[config.mk]
export PLATFORM = sky130hd
export DESIGN_NAME = memory_col_ctrl_flat
export DESIGN_NICKNAME = d
export VERILOG_FILES = /design/src/rtl/memory_col_pkg.sv /design/src/rtl/memory_col_ctrl_if.sv /design/src/rtl/memory_col_rsp_fifo.sv /design/src/rtl/memory_col_ctrl.sv /design/src/flat_wrapper.sv
export SDC_FILE = /design/constraint.sdc
export NUM_CORES = 1
export LEC_CHECK = 0
export BUFFER_PORTS_ARGS = -buffer_cell sky130_fd_sc_hd__buf_2
export CORE_UTILIZATION = 50
export CTS_BUF_LIST = sky130_fd_sc_hd__clkbuf_8
export DETAILED_ROUTE_END_ITERATION = 8
export PLACE_DENSITY_LB_ADDON = 0.1
export SLEW_MARGIN = 0
export SYNTH_ARGS = -nofsm -noshare
export SYNTH_HDL_FRONTEND = slang
export SYNTH_HIERARCHICAL = 1
export SYNTH_SLANG_ARGS = --single-unit
[constraint.sdc]
create_clock -name clk -period 2.4 [get_ports clk]
set_input_delay 0.24 -clock clk [delete_from_list [all_inputs] [get_ports clk]]
set_output_delay 0.24 -clock clk [all_outputs]
set_load 0.1 [all_outputs]
[src/rtl/memory_col_pkg.sv]
// Shared constants and FSM state type for the 1024x8 memory column and its request controller.
package memory_col_pkg;

    localparam int DATA_W = 8;
    localparam int DEPTH  = 1024;
    localparam int ADDR_W = $clog2(DEPTH);
    localparam int LEN_W  = 4;

    typedef enum logic [0:0] {
        IDLE     = 1'b0,
        RD_BURST = 1'b1
    } state_t;

    // Word address increment; wraps 1023 -> 0 through the natural ADDR_W width.
    function automatic logic [ADDR_W-1:0] addr_inc(input logic [ADDR_W-1:0] addr);
        return addr + 1'b1;
    endfunction

endpackage

[src/rtl/memory_col_ctrl_if.sv]
// Request and response channels between a requester (master) and memory_col_ctrl (slave).
interface memory_col_ctrl_if;
    import memory_col_pkg::*;

    // Both channels use valid/ready: a transfer happens on a rising edge where valid && ready.
    // The source holds its payload stable while valid is high; ready never depends on valid.
    logic              req_valid;
    logic              req_ready;
    logic              req_we;
    logic [ADDR_W-1:0] req_addr;
    logic [DATA_W-1:0] req_wdata;
    logic [LEN_W-1:0]  req_len;

    logic              rsp_valid;
    logic              rsp_ready;
    logic [DATA_W-1:0] rsp_rdata;

    modport master (
        output req_valid, req_we, req_addr, req_wdata, req_len, rsp_ready,
        input  req_ready, rsp_valid, rsp_rdata
    );

    modport slave (
        input  req_valid, req_we, req_addr, req_wdata, req_len, rsp_ready,
        output req_ready, rsp_valid, rsp_rdata
    );

endinterface

[src/rtl/memory_col_rsp_fifo.sv]
// Synchronous first-word-fall-through response FIFO; dout reads 0 while empty.
module memory_col_rsp_fifo #(
    parameter  int DEPTH = 4,
    parameter  int WIDTH = 8,
    localparam int CNT_W = $clog2(DEPTH + 1),
    localparam int PTR_W = $clog2(DEPTH)
) (
    input  logic             clk,
    input  logic             rst_n,
    input  logic             push,
    input  logic [WIDTH-1:0] din,
    input  logic             pop,
    output logic [WIDTH-1:0] dout,
    output logic [CNT_W-1:0] count,
    output logic             empty
);

    logic [WIDTH-1:0] store_q [DEPTH];
    logic [PTR_W-1:0] wr_ptr_q;
    logic [PTR_W-1:0] rd_ptr_q;
    logic             do_push;
    logic             do_pop;

    function automatic logic [PTR_W-1:0] ptr_next(input logic [PTR_W-1:0] ptr);
        return (ptr == PTR_W'(DEPTH - 1)) ? '0 : ptr + 1'b1;
    endfunction

    assign empty   = (count == '0);
    assign do_pop  = pop && !empty;
    assign do_push = push && (count != CNT_W'(DEPTH));
    assign dout    = empty ? '0 : store_q[rd_ptr_q];

    always_ff @(posedge clk or negedge rst_n) begin
        if (!rst_n) begin
            for (int i = 0; i < DEPTH; i++) begin
                store_q[i] <= '0;
            end
            wr_ptr_q <= '0;
            rd_ptr_q <= '0;
            count    <= '0;
        end else begin
            if (do_push) begin
                store_q[wr_ptr_q] <= din;
                wr_ptr_q          <= ptr_next(wr_ptr_q);
            end
            if (do_pop) begin
                rd_ptr_q <= ptr_next(rd_ptr_q);
            end
            case ({do_push, do_pop})
                2'b10:   count <= count + 1'b1;
                2'b01:   count <= count - 1'b1;
                default: count <= count;
            endcase
        end
    end

endmodule

[src/rtl/memory_col_ctrl.sv]
// Request controller in front of the 1024x8 memory column with credit-protected in-order read returns.
// Define MEMORY_COL_CTRL_BURST_EN to honour req_len and enable incrementing read bursts.
module memory_col_ctrl
    import memory_col_pkg::*;
#(
    parameter int RSP_DEPTH = 4
) (
    input  logic                clk,
    input  logic                rst_n,
    memory_col_ctrl_if.slave    bus,
    output logic [ADDR_W-1:0]   mem_addr,
    output logic [DATA_W-1:0]   mem_wr_data,
    output logic                mem_byte_en,
    input  logic [DATA_W-1:0]   mem_rd_data,
    output logic                busy,
    output state_t              state
);

    localparam int CNT_W = $clog2(RSP_DEPTH + 1);
    localparam int CW    = CNT_W + 1;

    state_t            state_q;
    state_t            state_d;
    logic              running_q;
    logic              v_cmd_q;
    logic              v_data_q;
    logic              issue;
    logic [ADDR_W-1:0] issue_addr;
    logic              wr_fire;
    logic              ready;

    logic [CNT_W-1:0]  fifo_count;
    logic              fifo_empty;
    logic [CW-1:0]     used;
    logic [CW-1:0]     credit;
    logic              has_credit;

`ifdef MEMORY_COL_CTRL_BURST_EN
    logic [LEN_W-1:0]  rem_q;
    logic [LEN_W-1:0]  rem_d;
    logic [ADDR_W-1:0] nxt_q;
    logic [ADDR_W-1:0] nxt_d;
`else
    logic [LEN_W-1:0]  unused_len;
    assign unused_len = bus.req_len;
`endif

    // Beats already in the pipe count against the FIFO so a stalled consumer can never overflow it.
    assign used       = CW'(fifo_count) + CW'(v_cmd_q) + CW'(v_data_q);
    assign credit     = CW'(RSP_DEPTH) - used;
    assign has_credit = (credit != '0);

    always_comb begin
        state_d    = state_q;
        issue      = 1'b0;
        issue_addr = mem_addr;
        wr_fire    = 1'b0;
        ready      = 1'b0;
`ifdef MEMORY_COL_CTRL_BURST_EN
        rem_d      = rem_q;
        nxt_d      = nxt_q;
`endif
        case (state_q)
            IDLE: begin
                ready = running_q && has_credit;
                if (bus.req_valid && ready) begin
                    if (bus.req_we) begin
                        wr_fire = 1'b1;
                    end else begin
                        issue      = 1'b1;
                        issue_addr = bus.req_addr;
`ifdef MEMORY_COL_CTRL_BURST_EN
                        if (bus.req_len != '0) begin
                            state_d = RD_BURST;
                            rem_d   = bus.req_len;
                            nxt_d   = addr_inc(bus.req_addr);
                        end
`endif
                    end
                end
            end
`ifdef MEMORY_COL_CTRL_BURST_EN
            RD_BURST: begin
                if (has_credit) begin
                    issue      = 1'b1;
                    issue_addr = nxt_q;
                    nxt_d      = addr_inc(nxt_q);
                    rem_d      = rem_q - 1'b1;
                    if (rem_q == LEN_W'(1)) begin
                        state_d = IDLE;
                    end
                end
            end
`endif
            default: state_d = IDLE;
        endcase
    end

    always_ff @(posedge clk or negedge rst_n) begin
        if (!rst_n) begin
            state_q     <= IDLE;
            running_q   <= 1'b0;
            mem_addr    <= '0;
            mem_wr_data <= '0;
            mem_byte_en <= 1'b0;
            v_cmd_q     <= 1'b0;
            v_data_q    <= 1'b0;
        end else begin
            state_q     <= state_d;
            running_q   <= 1'b1;
            mem_byte_en <= wr_fire;
            v_cmd_q     <= issue;
            v_data_q    <= v_cmd_q;
            if (wr_fire) begin
                mem_addr    <= bus.req_addr;
                mem_wr_data <= bus.req_wdata;
            end else if (issue) begin
                mem_addr <= issue_addr;
            end
        end
    end

`ifdef MEMORY_COL_CTRL_BURST_EN
    always_ff @(posedge clk or negedge rst_n) begin
        if (!rst_n) begin
            rem_q <= '0;
            nxt_q <= '0;
        end else begin
            rem_q <= rem_d;
            nxt_q <= nxt_d;
        end
    end
`endif

    memory_col_rsp_fifo #(
        .DEPTH (RSP_DEPTH),
        .WIDTH (DATA_W)
    ) u_rsp_fifo (
        .clk   (clk),
        .rst_n (rst_n),
        .push  (v_data_q),
        .din   (mem_rd_data),
        .pop   (bus.rsp_valid && bus.rsp_ready),
        .dout  (bus.rsp_rdata),
        .count (fifo_count),
        .empty (fifo_empty)
    );

    assign bus.req_ready = ready;
    assign bus.rsp_valid = !fifo_empty;
    assign busy          = (state_q == RD_BURST) || v_cmd_q || v_data_q || !fifo_empty;
    assign state         = state_q;

endmodule

[src/flat_wrapper.sv]
// flat-port wrapper written by rule: the top's interface ports become plain ports
module memory_col_ctrl_flat import memory_col_pkg::*;
#(
    parameter int RSP_DEPTH = 4
)
  (clk, rst_n, mem_addr, mem_wr_data, mem_byte_en, mem_rd_data, busy, state, bus_req_valid, bus_req_we, bus_req_addr, bus_req_wdata, bus_req_len, bus_rsp_ready, bus_req_ready, bus_rsp_valid, bus_rsp_rdata);
  memory_col_ctrl_if bus_i ();
  input  logic clk;
  input  logic rst_n;
  output logic [ADDR_W-1:0] mem_addr;
  output logic [DATA_W-1:0] mem_wr_data;
  output logic mem_byte_en;
  input  logic [DATA_W-1:0] mem_rd_data;
  output logic busy;
  output state_t state;
  input wire logic [$bits(bus_i.req_valid)-1:0] bus_req_valid;
  input wire logic [$bits(bus_i.req_we)-1:0] bus_req_we;
  input wire logic [$bits(bus_i.req_addr)-1:0] bus_req_addr;
  input wire logic [$bits(bus_i.req_wdata)-1:0] bus_req_wdata;
  input wire logic [$bits(bus_i.req_len)-1:0] bus_req_len;
  input wire logic [$bits(bus_i.rsp_ready)-1:0] bus_rsp_ready;
  output wire logic [$bits(bus_i.req_ready)-1:0] bus_req_ready;
  output wire logic [$bits(bus_i.rsp_valid)-1:0] bus_rsp_valid;
  output wire logic [$bits(bus_i.rsp_rdata)-1:0] bus_rsp_rdata;
  assign bus_i.req_valid = bus_req_valid;
  assign bus_i.req_we = bus_req_we;
  assign bus_i.req_addr = bus_req_addr;
  assign bus_i.req_wdata = bus_req_wdata;
  assign bus_i.req_len = bus_req_len;
  assign bus_i.rsp_ready = bus_rsp_ready;
  assign bus_req_ready = bus_i.req_ready;
  assign bus_rsp_valid = bus_i.rsp_valid;
  assign bus_rsp_rdata = bus_i.rsp_rdata;
  memory_col_ctrl #(.RSP_DEPTH(RSP_DEPTH)) u_core (.clk(clk), .rst_n(rst_n), .bus(bus_i), .mem_addr(mem_addr), .mem_wr_data(mem_wr_data), .mem_byte_en(mem_byte_en), .mem_rd_data(mem_rd_data), .busy(busy), .state(state));
endmodule
==> reports/qor.csv <==
stage;metric;value;unit
detailed_routing;highest_layer;met4;
synth;ys_warn_count;6;
critical_path;worst_ep_arrival_time;2.64;ns
layout;design_area;0.00368;sq mm
clock_network;clk_pin_slew;0.07;ns
detailed_routing;num_vias;1773;
synth;synthTopCellsByArea;dfrtp_1 53%, mux2_2 18%, mux4_2 6.3%;
synth;synthCells;190;
synth;ys_seq_area_share;53.4;%
synth;ys_ff_latch;61;
place;placed_area;0.00332;sq mm
synth;avgSynthCellArea;15.1;sq um
sta;hold_violations;0;
synth;synth_nets;238;
floorplan;rows;27;
clock_network;cts_tree;done;
sta;min_period;2.88;ns
detailed_routing;met3_wirelength;236;um
floorplan;dieArea;0.00603;sq mm
detailed_routing;routedWlPerCell;14.9;um
detailed_routing;drtPass1Iterations;4;
global_route;grt_pass1_vias;1827;
layout;area_growth;28.7;%
global_route;grt_pass1_wl;8.98;mm
synth;ys_async_sr_fraction;100;%
layout;fin_cells;351;
sta;max_freq;347;MHz
detailed_routing;viasPerCell;5.05;
synth;synth_top_area_share;53.4;%
hold_path;hold_class;in -> reg;
clock_network;cts.htree.levels;3;
clock_network;cts_made_buffers;9;
floorplan;die_w;77.6;um
clock_network;cts_buffer_depth;2;
sta;tns;-4.86;ns
detailed_routing;antenna_left;0;
floorplan;ioPinCount;66;
global_route;grt_antenna_before_repair;0;
layout;nFillCells;417;
place;dp.cells;327;
synth;syn_area;0.00286;sq mm
place;portBuffers;60;
synth;synth_most_common_cell;dfrtp_1;
sta;setup_viol;19;
global_route;grt_max_degree;28;
place;gp_congestion;0.697;
detailed_routing;met1_length;2.45;mm
floorplan;core_area;0.00551;sq mm
detailed_routing;met2_length;2.46;mm
run_status;violations;setup timing;
sta;period_share;120;%
detailed_routing;routed_wl;5.24;mm
critical_path;endpoint_kind;output port;
detailed_routing;drc;0;
critical_path;crit_required;2.16;ns
sta;tightestPinTransition;0.592;ns
sta;whs;0.0785;ns
clock_network;clock_latency;0.34;ns
layout;layout-drive-gt1-share;63.8;%
critical_path;path_class;reg -> out;
layout;final_nets;322;
floorplan;start_util;51.9;%
sta;clock_skew;0.00785;ns
clock_network;clock-root-buffer;clkbuf_8;
synth;synth.distinct_cells;26;
place;post-dp-hpwl;3.54;mm
job;cap_violations;0;
sta;setup_ws;-0.481;ns
sta;slew_violations;0;
clock_network;cts_sinks;61;
global_route;grt_usage;20.5;%
critical_path;cp-start-kind;flop;
layout;antenna_cells;0;
critical_path;cp_max_fo;3;
run_status;run_status;finished with violations;
sta;rsz0062_at_grt;true;
synth;synth_top_cell_by_area;dfrtp_1;
detailed_routing;first_iter_violations;87;
synth;yosys-top-cells-count;61 x dfrtp_1, 46 x mux2_2, 13 x inv_1;
floorplan;fp.dieH;77.6;um
synth;synth_edf_count;0;
sta;relSlewSlack;60.5;%
synth;synth_flop_cell;dfrtp_1;
global_route;grt-ovfl-total;0;
-- layer usage --
metal / vias to the layer above / GRT usage, %
met4: 0 / 8.11
li1: 824 / -
met1: 895 / 27.4
met5: - / 0
met3: 7 / 7.18
met2: 47 / 30.8
-- layout by cell type, fill, tap and decap left out, drive strengths merged --
cell type / Yosys / layout
clkbuf: 1 / 10
conb: 2 / 2
buf: 3 / 76
nor2b: 8 / 8
clkinv: 0 / 2
nor4b: 1 / 1
or2b: 1 / 1
nor3: 2 / 2
nor2: 8 / 8
fa: 2 / 2
clkinvlp: 0 / 1
ha: 11 / 11
nor3b: 2 / 2
and2b: 3 / 3
mux2: 54 / 54
mux2i: 1 / 1
inv: 13 / 15
nand2: 6 / 6
xnor2: 1 / 1
dfrtp: 61 / 61
bufinv: 0 / 1
mux4: 8 / 8
dlygate4sd3: 0 / 1
xor2: 2 / 2
-- logic make-up (layout without fill, tap and decap cells) --
| family | Yosys count | in the layout | share of synthesized area [%] |
|---|---|---|---|
| flip-flops | 61 | 61 | 53.4 |
| AND/OR/NAND/NOR | 31 | 31 | 7.61 |
| XOR/XNOR | 3 | 3 | 0.919 |
| multiplexers | 63 | 63 | 29.0 |
| buffers and inverters | 17 | 106 | 2.67 |
| adder cells (fa/ha/maj) | 13 | 13 | 6.21 |
| other | 2 | 2 | 0.263 |
-- stage by stage --
step                      setup slack [ns]  utilization, %
after floorplan                    -0.0837               -
after global routing                -0.587            66.8
after CTS                           -0.482            67.1
after global placement              -0.441            60.2
after detailed placement            -0.497            60.2
final                               -0.481            66.8
-- area by class of cell --
cell class	instances	area (sq um)	share of cell area, %
tap	72	90.1	2.45
sequential	61	1530	41.5
clock buffer	10	138	3.74
clock inverter	6	55.1	1.50
inverter	13	48.8	1.33
timing repair buffer	77	473	12.9
multi-input combinational	112	1350	36.6
-- what timing repair did --
action                     CTS  global route
hold buffers                 1             0
setup buffers                8             2
setup endpoints to repair   23            22
resized for setup           15             8
hold endpoints to repair    25             0
pin swaps                    3             3
cloned                       1             0
-- final timing paths --
check	start	endpoint	slack [ns]	depth (start not counted)
worst max-delay path	u_core/v_cmd_q	bus_req_ready	-0.48	9
worst min-delay path	bus_req_we	u_core/v_cmd_q	0.08	2
worst max register to register	u_core/v_cmd_q	u_core/mem_addr[7]	-0.28	11
worst min register to register	u_core/v_cmd_q	u_core/v_data_q	0.41	0
max in group asynchronous	rst_n	u_core/u_rsp_fifo/store_q[2]	1.26	3
min in group asynchronous	rst_n	u_core/u_rsp_fifo/count[2]	0.44	2
-- flip-flops by register name, indices dropped and copies added (netlist names) --
register and count:
u_core/u_rsp_fifo/rd_ptr_q 2, u_core/v_cmd_q 1, u_core/u_rsp_fifo/count 3, u_core/mem_wr_data 8, u_core/mem_byte_en 1, u_core/u_rsp_fifo/wr_ptr_q 2, u_core/v_data_q 1, u_core/running_q 1
u_core/u_rsp_fifo/store_q 32, u_core/mem_addr 10
-- worst max-delay path, cell delays in order, from the launching register on --
cell and delay, ns:
dfrtp_1 0.40, ha_2 0.21, ha_4 0.26, inv_2 0.04
ha_4 0.15, fa_2 0.45, nor4b_4 0.30, buf_4 0.15
and2b_4 0.18, buf_12 0.16
Power is left out: the tool's default activity adds up to more than one toggle a clock period on the data nets, which glitch-free logic cannot reach.
